`src/rtl/mlp_pkg.sv`:
```
// Shared types and constants for the MLP load sequencer.
package mlp_pkg;

  localparam int unsigned MLP_ROWS   = 16;
  localparam int unsigned MLP_BEATS  = 8;
  localparam int unsigned MLP_LAYERS = 8;

  localparam int unsigned ROW_W   = $clog2(MLP_ROWS);
  localparam int unsigned BEAT_W  = $clog2(MLP_BEATS);
  localparam int unsigned LAYER_W = $clog2(MLP_LAYERS);

  localparam logic LOAD_TYPE_INPUT  = 1'b1;
  localparam logic LOAD_TYPE_WEIGHT = 1'b0;

  typedef enum logic [2:0] {
    IDLE,
    LOAD_IN,
    LOAD_W,
    DRAIN,
    DONE
  } seq_state_e;

  typedef struct packed {
    logic [LAYER_W-1:0] layer;
    logic [ROW_W-1:0]   row;
    logic [BEAT_W-1:0]  beat;
  } seq_pos_t;

endpackage

```
`src/rtl/mlp_load_sequencer_if.sv`:
```
// Host word stream plus accelerator load bus, grouped for the sequencer.
interface mlp_load_sequencer_if;
  import mlp_pkg::*;

  logic               s_valid_i;
  logic [31:0]        s_data_i;
  logic               s_ready_o;
  logic               load_en_o;
  logic [31:0]        load_payload_o;
  logic               load_type_o;
  logic [ROW_W-1:0]   input_load_number_o;
  logic [LAYER_W-1:0] layer_number_o;
  logic [BEAT_W-1:0]  weight_number_o;

  modport master (
    output s_valid_i, s_data_i,
    input  s_ready_o, load_en_o, load_payload_o, load_type_o,
    input  input_load_number_o, layer_number_o, weight_number_o
  );

  modport slave (
    input  s_valid_i, s_data_i,
    output s_ready_o, load_en_o, load_payload_o, load_type_o,
    output input_load_number_o, layer_number_o, weight_number_o
  );

endinterface

```
`src/rtl/mlp_seq_counter.sv`:
```
// Nested beat/row/layer position counter; beat wraps carry into row only when carry is set.
module mlp_seq_counter
  import mlp_pkg::*;
#(
  parameter int unsigned ROWS  = MLP_ROWS,
  parameter int unsigned BEATS = MLP_BEATS
) (
  input  logic               clk,
  input  logic               rst_n,
  input  logic               clr,
  input  logic               inc,
  input  logic               carry,
  input  logic [LAYER_W-1:0] last_layer,
  output seq_pos_t           pos,
  output logic               beat_last,
  output logic               row_last,
  output logic               layer_last
);

  seq_pos_t pos_q, pos_d;

  assign pos        = pos_q;
  assign beat_last  = (pos_q.beat == BEAT_W'(BEATS - 1));
  assign row_last   = (pos_q.row == ROW_W'(ROWS - 1));
  assign layer_last = (pos_q.layer == last_layer);

  always_comb begin
    pos_d = pos_q;
    if (clr) begin
      pos_d = '0;
    end else if (inc) begin
      if (!beat_last) begin
        pos_d.beat = pos_q.beat + BEAT_W'(1);
      end else begin
        pos_d.beat = '0;
        // The input phase of layer 0 reuses the same row, so no carry there.
        if (carry) begin
          if (!row_last) begin
            pos_d.row = pos_q.row + ROW_W'(1);
          end else begin
            pos_d.row   = '0;
            pos_d.layer = pos_q.layer + LAYER_W'(1);
          end
        end
      end
    end
  end

  always_ff @(posedge clk) begin
    if (!rst_n) begin
      pos_q <= '0;
    end else begin
      pos_q <= pos_d;
    end
  end

endmodule

```
`src/rtl/mlp_load_sequencer.sv`:
```
// Turns a host word stream into the ordered input/weight load beats of the MLP accelerator.
module mlp_load_sequencer
  import mlp_pkg::*;
#(
  parameter int unsigned DRAIN_CYCLES = 4,
  parameter int unsigned ROWS         = MLP_ROWS,
  parameter int unsigned BEATS        = MLP_BEATS
) (
  input  logic                 clk,
  input  logic                 rst_n,
  input  logic                 start_i,
  input  logic [LAYER_W-1:0]   last_layer_i,
  input  logic                 abort_i,
  mlp_load_sequencer_if.slave  bus,
  output logic                 busy_o,
  output logic                 done_o
);

  localparam int unsigned DrainW = (DRAIN_CYCLES < 1) ? 1 : $clog2(DRAIN_CYCLES + 1);

  seq_state_e         state_q, state_d;
  logic [DrainW-1:0]  drain_q, drain_d;
  logic [LAYER_W-1:0] last_layer_q;
  logic               accept;
  logic               cnt_clr;
  logic               cnt_carry;
  seq_pos_t           pos;
  logic               beat_last, row_last, layer_last;

  logic               load_en_q;
  logic [31:0]        payload_q;
  logic               load_type_q;
  seq_pos_t           pos_out_q;
  logic               busy_q;
  logic               done_q;

  // Abort wins over a word offered in the same cycle, so drop ready with it.
  assign bus.s_ready_o = ((state_q == LOAD_IN) || (state_q == LOAD_W)) && !abort_i;
  assign accept        = bus.s_valid_i && bus.s_ready_o;
  assign cnt_carry     = (state_q == LOAD_W);

  mlp_seq_counter #(
    .ROWS  (ROWS),
    .BEATS (BEATS)
  ) u_counter (
    .clk        (clk),
    .rst_n      (rst_n),
    .clr        (cnt_clr),
    .inc        (accept),
    .carry      (cnt_carry),
    .last_layer (last_layer_q),
    .pos        (pos),
    .beat_last  (beat_last),
    .row_last   (row_last),
    .layer_last (layer_last)
  );

  always_comb begin
    state_d = state_q;
    drain_d = drain_q;
    cnt_clr = 1'b0;
    if (abort_i) begin
      state_d = IDLE;
    end else begin
      unique case (state_q)
        IDLE: begin
          if (start_i) begin
            state_d = LOAD_IN;
            cnt_clr = 1'b1;
          end
        end
        LOAD_IN: begin
          if (accept && beat_last) state_d = LOAD_W;
        end
        LOAD_W: begin
          if (accept && beat_last) begin
            if (!row_last) begin
              state_d = (pos.layer == '0) ? LOAD_IN : LOAD_W;
            end else if (layer_last) begin
              state_d = DRAIN;
              drain_d = '0;
            end
          end
        end
        DRAIN: begin
          // The first drain cycle is the one that shows the final beat.
          if (drain_q == DrainW'(DRAIN_CYCLES)) begin
            state_d = DONE;
          end else begin
            drain_d = drain_q + DrainW'(1);
          end
        end
        DONE:    state_d = IDLE;
        default: state_d = IDLE;
      endcase
    end
  end

  always_ff @(posedge clk) begin
    if (!rst_n) begin
      state_q      <= IDLE;
      drain_q      <= '0;
      last_layer_q <= '0;
      load_en_q    <= 1'b0;
      payload_q    <= '0;
      load_type_q  <= 1'b0;
      pos_out_q    <= '0;
      busy_q       <= 1'b0;
      done_q       <= 1'b0;
    end else begin
      state_q   <= state_d;
      drain_q   <= drain_d;
      busy_q    <= (state_d == LOAD_IN) || (state_d == LOAD_W) || (state_d == DRAIN);
      done_q    <= (state_d == DONE);
      load_en_q <= accept;
      if (cnt_clr) last_layer_q <= last_layer_i;
      if (accept) begin
        payload_q   <= bus.s_data_i;
        load_type_q <= (state_q == LOAD_IN) ? LOAD_TYPE_INPUT : LOAD_TYPE_WEIGHT;
        pos_out_q   <= pos;
      end
    end
  end

  assign bus.load_en_o           = load_en_q;
  assign bus.load_payload_o      = payload_q;
  assign bus.load_type_o         = load_type_q;
  assign bus.input_load_number_o = pos_out_q.row;
  assign bus.layer_number_o      = pos_out_q.layer;
  assign bus.weight_number_o     = pos_out_q.beat;
  assign busy_o                  = busy_q;
  assign done_o                  = done_q;

endmodule

```
`src/flat_wrapper.sv`:
```
// flat-port wrapper written by rule: the top's interface ports become plain ports
module mlp_load_sequencer_flat import mlp_pkg::*;
#(
  parameter int unsigned DRAIN_CYCLES = 4,
  parameter int unsigned ROWS         = MLP_ROWS,
  parameter int unsigned BEATS        = MLP_BEATS
)
  (clk, rst_n, start_i, last_layer_i, abort_i, busy_o, done_o, bus_s_valid_i, bus_s_data_i, bus_s_ready_o, bus_load_en_o, bus_load_payload_o, bus_load_type_o, bus_input_load_number_o, bus_layer_number_o, bus_weight_number_o);
  mlp_load_sequencer_if bus_i ();
  input  logic clk;
  input  logic rst_n;
  input  logic start_i;
  input  logic [LAYER_W-1:0] last_layer_i;
  input  logic abort_i;
  output logic busy_o;
  output logic done_o;
  input wire logic [$bits(bus_i.s_valid_i)-1:0] bus_s_valid_i;
  input wire logic [$bits(bus_i.s_data_i)-1:0] bus_s_data_i;
  output wire logic [$bits(bus_i.s_ready_o)-1:0] bus_s_ready_o;
  output wire logic [$bits(bus_i.load_en_o)-1:0] bus_load_en_o;
  output wire logic [$bits(bus_i.load_payload_o)-1:0] bus_load_payload_o;
  output wire logic [$bits(bus_i.load_type_o)-1:0] bus_load_type_o;
  output wire logic [$bits(bus_i.input_load_number_o)-1:0] bus_input_load_number_o;
  output wire logic [$bits(bus_i.layer_number_o)-1:0] bus_layer_number_o;
  output wire logic [$bits(bus_i.weight_number_o)-1:0] bus_weight_number_o;
  assign bus_i.s_valid_i = bus_s_valid_i;
  assign bus_i.s_data_i = bus_s_data_i;
  assign bus_s_ready_o = bus_i.s_ready_o;
  assign bus_load_en_o = bus_i.load_en_o;
  assign bus_load_payload_o = bus_i.load_payload_o;
  assign bus_load_type_o = bus_i.load_type_o;
  assign bus_input_load_number_o = bus_i.input_load_number_o;
  assign bus_layer_number_o = bus_i.layer_number_o;
  assign bus_weight_number_o = bus_i.weight_number_o;
  mlp_load_sequencer #(.DRAIN_CYCLES(DRAIN_CYCLES), .ROWS(ROWS), .BEATS(BEATS)) u_core (.clk(clk), .rst_n(rst_n), .start_i(start_i), .last_layer_i(last_layer_i), .abort_i(abort_i), .bus(bus_i), .busy_o(busy_o), .done_o(done_o));
endmodule
```
`config.mk`:
```
export PLATFORM = sky130hd
export DESIGN_NAME = mlp_load_sequencer_flat
export DESIGN_NICKNAME = d
export VERILOG_FILES = /design/src/rtl/mlp_pkg.sv /design/src/rtl/mlp_load_sequencer_if.sv /design/src/rtl/mlp_seq_counter.sv /design/src/rtl/mlp_load_sequencer.sv /design/src/flat_wrapper.sv
export SDC_FILE = /design/constraint.sdc
export NUM_CORES = 1
export LEC_CHECK = 0
export ABC_AREA = 1
export CORE_MARGIN = 5
export CORE_UTILIZATION = 35
export DETAILED_ROUTE_END_ITERATION = 8
export GPL_TIMING_DRIVEN = 0
export PLACE_DENSITY = 0.66
export RECOVER_POWER = 100
export SETUP_SLACK_MARGIN = 0.02
export SLEW_MARGIN = 0
export SYNTH_ARGS = -nofsm -noshare
export SYNTH_HDL_FRONTEND = slang
export SYNTH_HIERARCHICAL = 1
export SYNTH_SLANG_ARGS = --single-unit
```
`constraint.sdc`:
```
create_clock -name clk -period 2.2 [get_ports clk]
set_input_delay 0.44 -clock clk [delete_from_list [all_inputs] [get_ports clk]]
set_output_delay 0.44 -clock clk [all_outputs]
set_load 0.01 [all_outputs]
```
# After elaboration in Yosys (flattened, before gate mapping)
# Index checks and enable logic that the tools add are counted.
[op_classes]
eq_ne = 15
n_bitwise = 2
reduce_logical = 14
muxes = 20
add_sub_neg = 4
[op_table]
columns = ["operator", "n"]
rows = [
  ["3-bit two-way mux", 12],
  ["3-bit by 2-bit equality test with 1-bit output (second input constant)", 4],
  ["3-bit one-hot mux with 4 select lines", 1],
  ["3-bit by 1-bit adder with 3-bit output (second input constant)", 3],
  ["3-bit equality test (second input constant)", 3],
  ["2-bit != test (second input constant)", 4],
  ["3-bit by 1-bit equality test with 1-bit output (second input constant)", 2],
  ["3-bit zero test", 2],
  ["3-bit one-hot mux with 2 select lines", 1],
  ["6-bit AND reduction", 1],
  ["4-bit by 1-bit adder with 4-bit output (second input constant)", 1],
  ["4-bit equality test (second input constant)", 1],
  ["1-bit two-way mux", 4],
  ["4-bit two-way mux", 1],
  ["4-bit AND reduction", 1],
  ["3-bit equality test", 1],
  ["1-bit logical AND", 3],
  ["1-bit logical OR", 3],
  ["3-bit AND reduction", 1],
  ["2-bit two-way mux", 1],
  ["1-bit NOT", 2],
  ["2-bit nonzero test", 1],
  ["2-bit OR reduction", 1],
  ["1-bit zero test", 1],
]
[word_totals]
wordCells = 69
regBits = 65
input_bits = 40
out_inout_bits = 47

# Depth between registers and ports, before layout
# Gate-level depths: netlist of the first run.
[depth]
ltp_word = 11
depth_mapped = 12
ltp_nobuf = 11

# Modules after synthesis
# Netlist of the first run, hierarchy kept.
[modules_own_cells]
columns = ["module", "instances", "area_per_inst_um2", "seq_area_each_um2", "cells_each"]
rows = [
  ["mlp_load_sequencer", 1, 2118.3, 1101.1, 280],
  ["mlp_seq_counter", 1, 548.0, 200.2, 75],
]

# Worst setup path before layout of the first run
# No wires, ideal clock.
[synth_path]
kind = "register to register"
from = "register u_core.state_q[2]"
to = "register u_core.u_counter.pos_q (netlist bit u_core/u_counter/pos[3])"
required_ns = 2.084
arrival_ns = 1.425
setup_ns = 0.116
period_less_slack_ns = 1.541
n_path_buf = 1
stages_incl_launch_ff = 12
slack_ns = 0.659
path_cell_list = "dfxtp_1 > nor2_2 > nand2_2 > nand2_2 > nand3_4 > clkinv_2 > buf_6 > nand2_2 > nor2_4 > nand2_1 > nand2_1 > a21oi_1"
[synth_via]
elab_chain_len = 5
word_cells_on_any_way = 10
cone_classes = "eq/ne (2); mux (2); reduce/logical (6)"
[synth_rtl]
columns = ["element", "line_no", "text"]
rows = [
  ["start, declared", "mlp_load_sequencer.sv:21", "seq_state_e state_q, state_d;"],
  ["start signal, assigned", "mlp_load_sequencer.sv:111", "state_q <= state_d;"],
  ["3-bit by 1-bit equality test with 1-bit output / 3-bit by 2-bit equality test with 1-bit output (equally long branches)", "mlp_load_sequencer.sv:38", "assign bus.s_ready_o = ((state_q == LOAD_IN) || (state_q == LOAD_W)) && !abort_i;"],
  ["1-bit logical OR *", "mlp_load_sequencer.sv:38", ""],
  ["1-bit logical AND *", "mlp_load_sequencer.sv:38", ""],
  ["1-bit logical AND *", "mlp_load_sequencer.sv:39", "assign accept = bus.s_valid_i && bus.s_ready_o;"],
  ["via u_core.accept", "mlp_load_sequencer.sv:24", "logic accept;"],
  ["3-bit AND reduction (no source line) *", "-", ""],
  ["end signal, assigned", "mlp_seq_counter.sv:53", "pos_q <= pos_d;"],
  ["end, declared", "mlp_seq_counter.sv:20", "seq_pos_t pos_q, pos_d;"],
]
# Mark *: on every way through the listed nets, which the timed path passes. The rest lies on a longest branch.
# A chain may end at the register's enable or synchronous reset.

# Final worst setup path of the first run
[layout_path]
from = "input port abort_i"
to = "register u_core.u_counter.pos_q (netlist bit u_core/u_counter/pos[7])"
[layout_via]
elab_chain_len = 4
word_cells_on_any_way = 6
cone_classes = "mux (1); reduce/logical (5)"
[layout_rtl]
columns = ["element", "line_no", "text"]
rows = [
  ["start, declared", "flat_wrapper.sv:14", "input logic abort_i;"],
  ["1-bit zero test", "mlp_load_sequencer.sv:38", ""],
  ["1-bit logical AND", "mlp_load_sequencer.sv:38", ""],
  ["1-bit logical AND", "mlp_load_sequencer.sv:39", ""],
  ["via u_core.accept", "mlp_load_sequencer.sv:24", ""],
  ["4-bit AND reduction (no source line)", "-", ""],
]
# The timed path passes the listed nets, and every way through them passes these cells.

==> results.toml, run 1 <==
[status]
status = "completed"

[layout]
layout-drive-gt1-share_pct = 8.10
area_growth_pct = 46.2
layout.nets = 498
instances_no_fill = 556
antennaDiodeCount = 0

[min_path]
hold_path.class = "reg2reg"
hold_start = "u_core/bus.load_payload_o[3]"
min_to = "u_core/bus.load_payload_o[3]"
hold_path_depth = 2

[floorplanning]
num_io_pins = 87
fp.coreArea_mm2 = 0.00733
rows = 31
fp.dieH_um = 97.3
design.die.area_mm2 = 0.00946
start_util_pct = 36.4
die_x_um = 97.3

[timing]
skew_ns = 0.00823
finalCritPeriodShare_pct = 89.0
slew_headroom_pct = 63.8
tns_ns = 0
maxSlewViolCount = 0
setup_viol = 0
fin_crit_ns = 1.96
rsz0062_at_grt = "false"
worstMarginPinSlew_ns = 0.543
fmax_mhz = 511
final-hold-violation-count = 0

[synth]
netlist.area_leader.share_pct = 48.8
yosys_warnings = 6
synthArstFlopShare_pct = 0
synthCells = 355
synthesis.nets = 401
synth.distinct_cells = 29
synthTopCellsByArea = "dfxtp_1 49%, nand2_1 17%, a21oi_1 10%"
synth.most_common_cell = "nand2_1"
synth_top_cells_by_count = "123 x nand2_1, 65 x dfxtp_1, 54 x a21oi_1"
synth_ff_type = "dfxtp_1"
ys_seq_area_share_pct = 48.8
synth_edf_count = 0
synth_top_area_cell = "dfxtp_1"
netlist_area_mm2 = 0.00267
avgSynthCellArea_um2 = 7.51
yosys_register_bits = 65

[placed_design]
hpwl_um = 5030
io_buffers = 86
placedCellCount = 540
gp_congestion = 0.853

[clocking]
clock_sinks = 65
clk_pin_slew_ns = 0.07
cts_tree = "done"
cts_made_buffers = 9
htreeDepth = 3
cts.path.max_buffers = 2
post-cts-setup-buffer-count = 0
root_buffer = "clkbuf_8"
clk_latency_ns = 0.34

[worst_setup_path]
max_stage_delay_ns = 0.52
path_delay_family = "buffers and inverters"
cp.required_ns = 2.43
start_kind = "primary input"
cp.buffers_inverters = 4
worstReg2RegStart = "u_core/state_q[1]"
reg2reg_slack_ns = 0.34
crit_fanout = 16
worstReg2RegEnd = "u_core/u_counter/pos[7]"
path_class = "in2reg"
arrival_ns = 2.19
slowest_stage = "clkdlybuf4s50_1"
setup.worst_path.end_class = "register"
rr_worst_depth = 11
crit_start = "abort_i"
crit_chain = "clkdlybuf4s50_1, inv_2, nand3_4, clkinv_2, buf_6, nand3_1, nor2_1, nand2_1, nand2_1, nor2_1"

[routing]
via_per_inst = 4.58
detail_route.iter0.violations = 75
routedWlPerCell_um = 12.2
wirelength_um = 6790
vias = 2549
ant_nets = 0
route.detailed.drc = 0
drt_first_pass_iters = 4

[global_routing]
grt_pass1_vias = 2524
antenna_found_initial = 0
grtUsageTotal_pct = 14.6
grt.overflow.total = 0
grt_max_degree = 17
grt_first_pass_wirelength_um = 11400

[pwr]
p_total_w = 0.00275
leakagePower_nw = 1.56
power_density_mw_per_mm2 = 705
vdd_drop_max_mv = 0.429

[job]
cap_viol_max_count = 0
stage by stage:
stage	util [%]	setup WS (ns)	hold WS (ns)	area, um^2
3_3_place_gp	49.8	-0.0774	0.451	3650
4_1_cts	53.6	0.0253	0.466	3930
6_report	53.2	0.242	0.461	3900
3_5_place_dp	49.8	-0.0821	0.455	3650
2_1_floorplan	-	0.659	0.456	2670
5_1_grt	53.2	0.0935	0.485	3900
report_power, final:
part,internal (W),switching (W),leakage [nW],total (W)
Combinational,0.0000928,0.0000787,0.902,0.000171
Sequential,0.00119,0.00000852,0.525,0.00120
Clock,0.000905,0.000474,0.137,0.00138
cells in the final DEF, fill, tap and decap left out, types with 3 or more instances in the layout:
| cell type | synthesis | final |
|---|---|---|
| clkdlybuf4s50_1 | 0 | 37 |
| ha_1 | 6 | 6 |
| nor2_1 | 26 | 27 |
| a21oi_1 | 54 | 54 |
| nand4_1 | 4 | 4 |
| clkbuf_1 | 5 | 9 |
| inv_1 | 21 | 21 |
| o21ai_0 | 6 | 6 |
| buf_2 | 4 | 4 |
| dfxtp_1 | 65 | 65 |
| nand2_1 | 123 | 124 |
| xor2_1 | 3 | 3 |
| nand3_1 | 6 | 7 |
| clkbuf_8 | 0 | 10 |
| bufinv_16 | 0 | 4 |
| nand2_2 | 4 | 3 |
| dlygate4sd3_1 | 0 | 48 |
| nor2_2 | 6 | 5 |
routing by layer:
| layer | global-route usage (%) | vias up | part of all wire [%] |
|---|---|---|---|
| met5 | 0 | - | 0 |
| met4 | 4.47 | 0 | 1.1 |
| met1 | 18.2 | 1138 | 48 |
| li1 | - | 1331 | - |
| met2 | 23.0 | 74 | 44 |
| met3 | 6.03 | 6 | 7.1 |
final cells by class:
type / count / area, um^2
fill: 719 / 3430
sequential: 65 / 1300
multi-input combinational: 252 / 1190
timing repair buffer: 86 / 855
clock buffer: 10 / 138
clock inverter: 6 / 138
tap: 99 / 124
inverter: 25 / 95.1
buffer: 13 / 61.3
sequential cells by signal (all words and copies together) (netlist names):
register and flops:
u_core/bus.load_type_o 1, u_core/state_q 3, u_core/busy_o 1, u_core/bus.load_payload_o 32
u_core/bus.input_load_number_o 4, u_core/drain_q 3, u_core/done_o 1, u_core/bus.weight_number_o 3
u_core/bus.layer_number_o 3, u_core/u_counter/pos 10, u_core/last_layer_q 3, u_core/bus.load_en_o 1
cell families after synthesis:
kind of cell    after synthesis  synth area share [%]
fa+ha+maj                     6                  2.82
compound gates               64                  12.3
flops                        65                  48.8
simple gates                178                  28.4
buf+inv                      38                  6.29
xor+xnor                      4                  1.31
worst max path at each step:
stage / end / slack (ns) / cells after the start
final: u_core/u_counter/pos[7] / 0.24 / 10
after global routing: u_core/u_counter/pos[7] / 0.09 / 10
after CTS: bus_s_ready_o / 0.03 / 3
after detailed placement: u_core/u_counter/pos[3] / -0.08 / 10
after global placement: u_core/u_counter/pos[3] / -0.08 / 10
after floorplan: u_core/u_counter/pos[3] / 0.66 / 11
what timing repair did:
| action | in CTS | in global routing |
|---|---|---|
| endpoints found under the setup margin | 0 | 1 |
| hold buffers | 0 | 0 |
| resized for setup | 0 | 1 |
worst reg2reg max path, stage by stage (launching register included):
cell,delay [ns]
dfxtp_1,0.36
nor2_2,0.13
nand2_2,0.09
nand2_2,0.12
nand3_4,0.14
clkinv_2,0.14
buf_6,0.18
nand3_1,0.16
nor2_1,0.24
nand2_1,0.08
nand2_1,0.06
nor2_1,0.04
Power figures use the tool's default switching activity.
==> run 2: changes to the inputs <==
Clock period 2.2 ns to 2.03 ns, I/O delays scaled along.
==> results.toml, run 2 (synthesis gave the netlist of run 1 again) <==
[timing]
maxSlewViolCount = 0
whs_ns = 0.461
fin_crit_ns = 1.89
setup_viol = 0
fmax_mhz = 530
slew_headroom_pct = 63.7
finalCritPeriodShare_pct = 92.9
skew_ns = 0.00731
setup_ws_ns = 0.144
tns_ns = 0
rsz0062_at_grt = "false"
final-hold-violation-count = 0
worstMarginPinSlew_ns = 0.544

[clocking]
clk_pin_slew_ns = 0.07
cts_made_buffers = 9
cts_tree = "done"
clk_latency_ns = 0.34
htreeDepth = 3
cts.path.max_buffers = 2
cts_hold_buf = 0
root_buffer = "clkbuf_8"
clock_sinks = 65

[layout]
largest_reg_flops = 32
area_growth_pct = 47.4
layout.nets = 500
instances_no_fill = 558
final_cell_mix = "123 x nand2_1, 65 x dfxtp_1, 54 x a21oi_1"
final_common_cell = "nand2_1"
fillCellCount = 712
layout-drive-gt1-share_pct = 9.15
antennaDiodeCount = 0

[worst_setup_path]
reg2reg_slack_ns = 0.20
arrival_ns = 2.11
worstReg2RegStart = "u_core/state_q[1]"
crit_chain = "clkdlybuf4s50_1, inv_2, nand3_4, inv_4, buf_6, nand2_2, nor2_4, nand2_1, nand2_1, a21oi_1"
max_stage_delay_ns = 0.52
rr_worst_depth = 11
worstReg2RegEnd = "u_core/u_counter/pos[3]"
path_class = "in2reg"
crit_fanout = 16
start_kind = "primary input"
cp.required_ns = 2.25
slowest_stage = "clkdlybuf4s50_1"
setup.worst_path.end_class = "register"
cp_common_cell = "nand2_1"

[routing]
routedWlPerCell_um = 12.2
vias = 2548
wirelength_um = 6810
detail_route.iter0.violations = 92
route.detailed.drc = 0
ant_nets = 0
via_per_inst = 4.57
drt_first_pass_iters = 4

[floorplanning]
fp.dieH_um = 97.3
num_io_pins = 87
design.die.area_mm2 = 0.00946
rows = 31
start_util_pct = 36.4
fp.coreArea_mm2 = 0.00733
die_x_um = 97.3

[pwr]
p_clk_share_pct = 50.1
power_density_mw_per_mm2 = 759
leakagePower_nw = 1.59
p_comb_share_pct = 6.4
vdd_drop_max_mv = 0.466
p_sw_w = 0.000610
seqPwrFrac_pct = 43.5
internal_power_w = 0.00237
p_sw_share_pct = 20.5

[placed_design]
placedCellCount = 540
hpwl_um = 5030
place_ws_ns = -0.218
io_buffers = 86
gp_congestion = 0.853

[min_path]
min_to = "u_core/bus.load_payload_o[3]"
hold_path.class = "reg2reg"
hold_path_depth = 2
hold_start = "u_core/bus.load_payload_o[3]"

[global_routing]
grt_first_pass_wirelength_um = 11400
grt_pass1_vias = 2524
grt.overflow.total = 0
antenna_found_initial = 0
grt_max_degree = 17
grtUsageTotal_pct = 14.6

[job]
cap_viol_max_count = 0

[status]
status = "completed"
run 2: worst max-delay path, delay by kind of cell:
family,cells,cell delay (ns)
buf+inv,4,0.99
simple gates,5,0.66
compound gates,1,0.05
run 2: area by class of cell:
type | instances | area (um^2) | area share, %
Sequential cell | 65 | 1300 | 33.1
Clock buffer | 10 | 138 | 3.50
Tap cell | 99 | 124 | 3.15
Inverter | 25 | 96.3 | 2.45
Multi-Input combinational cell | 252 | 1190 | 30.3
Buffer | 13 | 67.6 | 1.72
Timing Repair Buffer | 88 | 875 | 22.2
Clock inverter | 6 | 138 | 3.50
run 2: worst max-delay path by stage:
stage / start / to / slack (ns)
global placement: abort_i / u_core/u_counter/pos[3] / -0.21
CTS: abort_i / u_core/u_counter/pos[3] / 0.14
global route: u_core/state_q[1] / u_core/u_counter/pos[7] / 0.03
detailed placement: abort_i / u_core/u_counter/pos[3] / -0.22
floorplan: u_core/state_q[2] / u_core/u_counter/pos[3] / 0.49
finish: abort_i / u_core/u_counter/pos[3] / 0.14
run 2: power groups by stage:
stage	clock [W]	combinational, W	sequential (W)
2_1_floorplan	0	0.0000671	0.00133
3_3_place_gp	0	0.000192	0.00133
4_1_cts	0.00154	0.000193	0.00130
6_report	0.00150	0.000190	0.00130
3_5_place_dp	0	0.000192	0.00133
5_1_grt	0.00160	0.000209	0.00130
run 2: routing by layer:
layer  vias to the layer above  routed length [um]  track usage [%]
li1                       1333                   -                -
met1                      1129                3250             18.2
met2                        80                3020             23.0
met3                         6                 477             6.03
met4                         0                  61             4.47
met5                         -                   0                0
run 2: repair_timing:
item | CTS | global route
gates resized for setup | 1 | 1
setup buffers | 0 | 2
pin swaps | 0 | 0
endpoints found under the setup margin | 1 | 1
run 2: metrics by stage:
stage,total power [W],instance area [um^2],utilization (%)
2_1_floorplan,0.00140,2670,-
3_3_place_gp,0.00152,3650,49.8
3_5_place_dp,0.00152,3650,49.8
4_1_cts,0.00303,3930,53.5
5_1_grt,0.00311,3930,53.6
6_report,0.00298,3930,53.6
==> run 3: changes to the inputs <==
Settings changed: TNS_END_PERCENT set to 1.
==> results of run 3 <==
No change in the layout: final DEF, timing and power equal those of run 2.
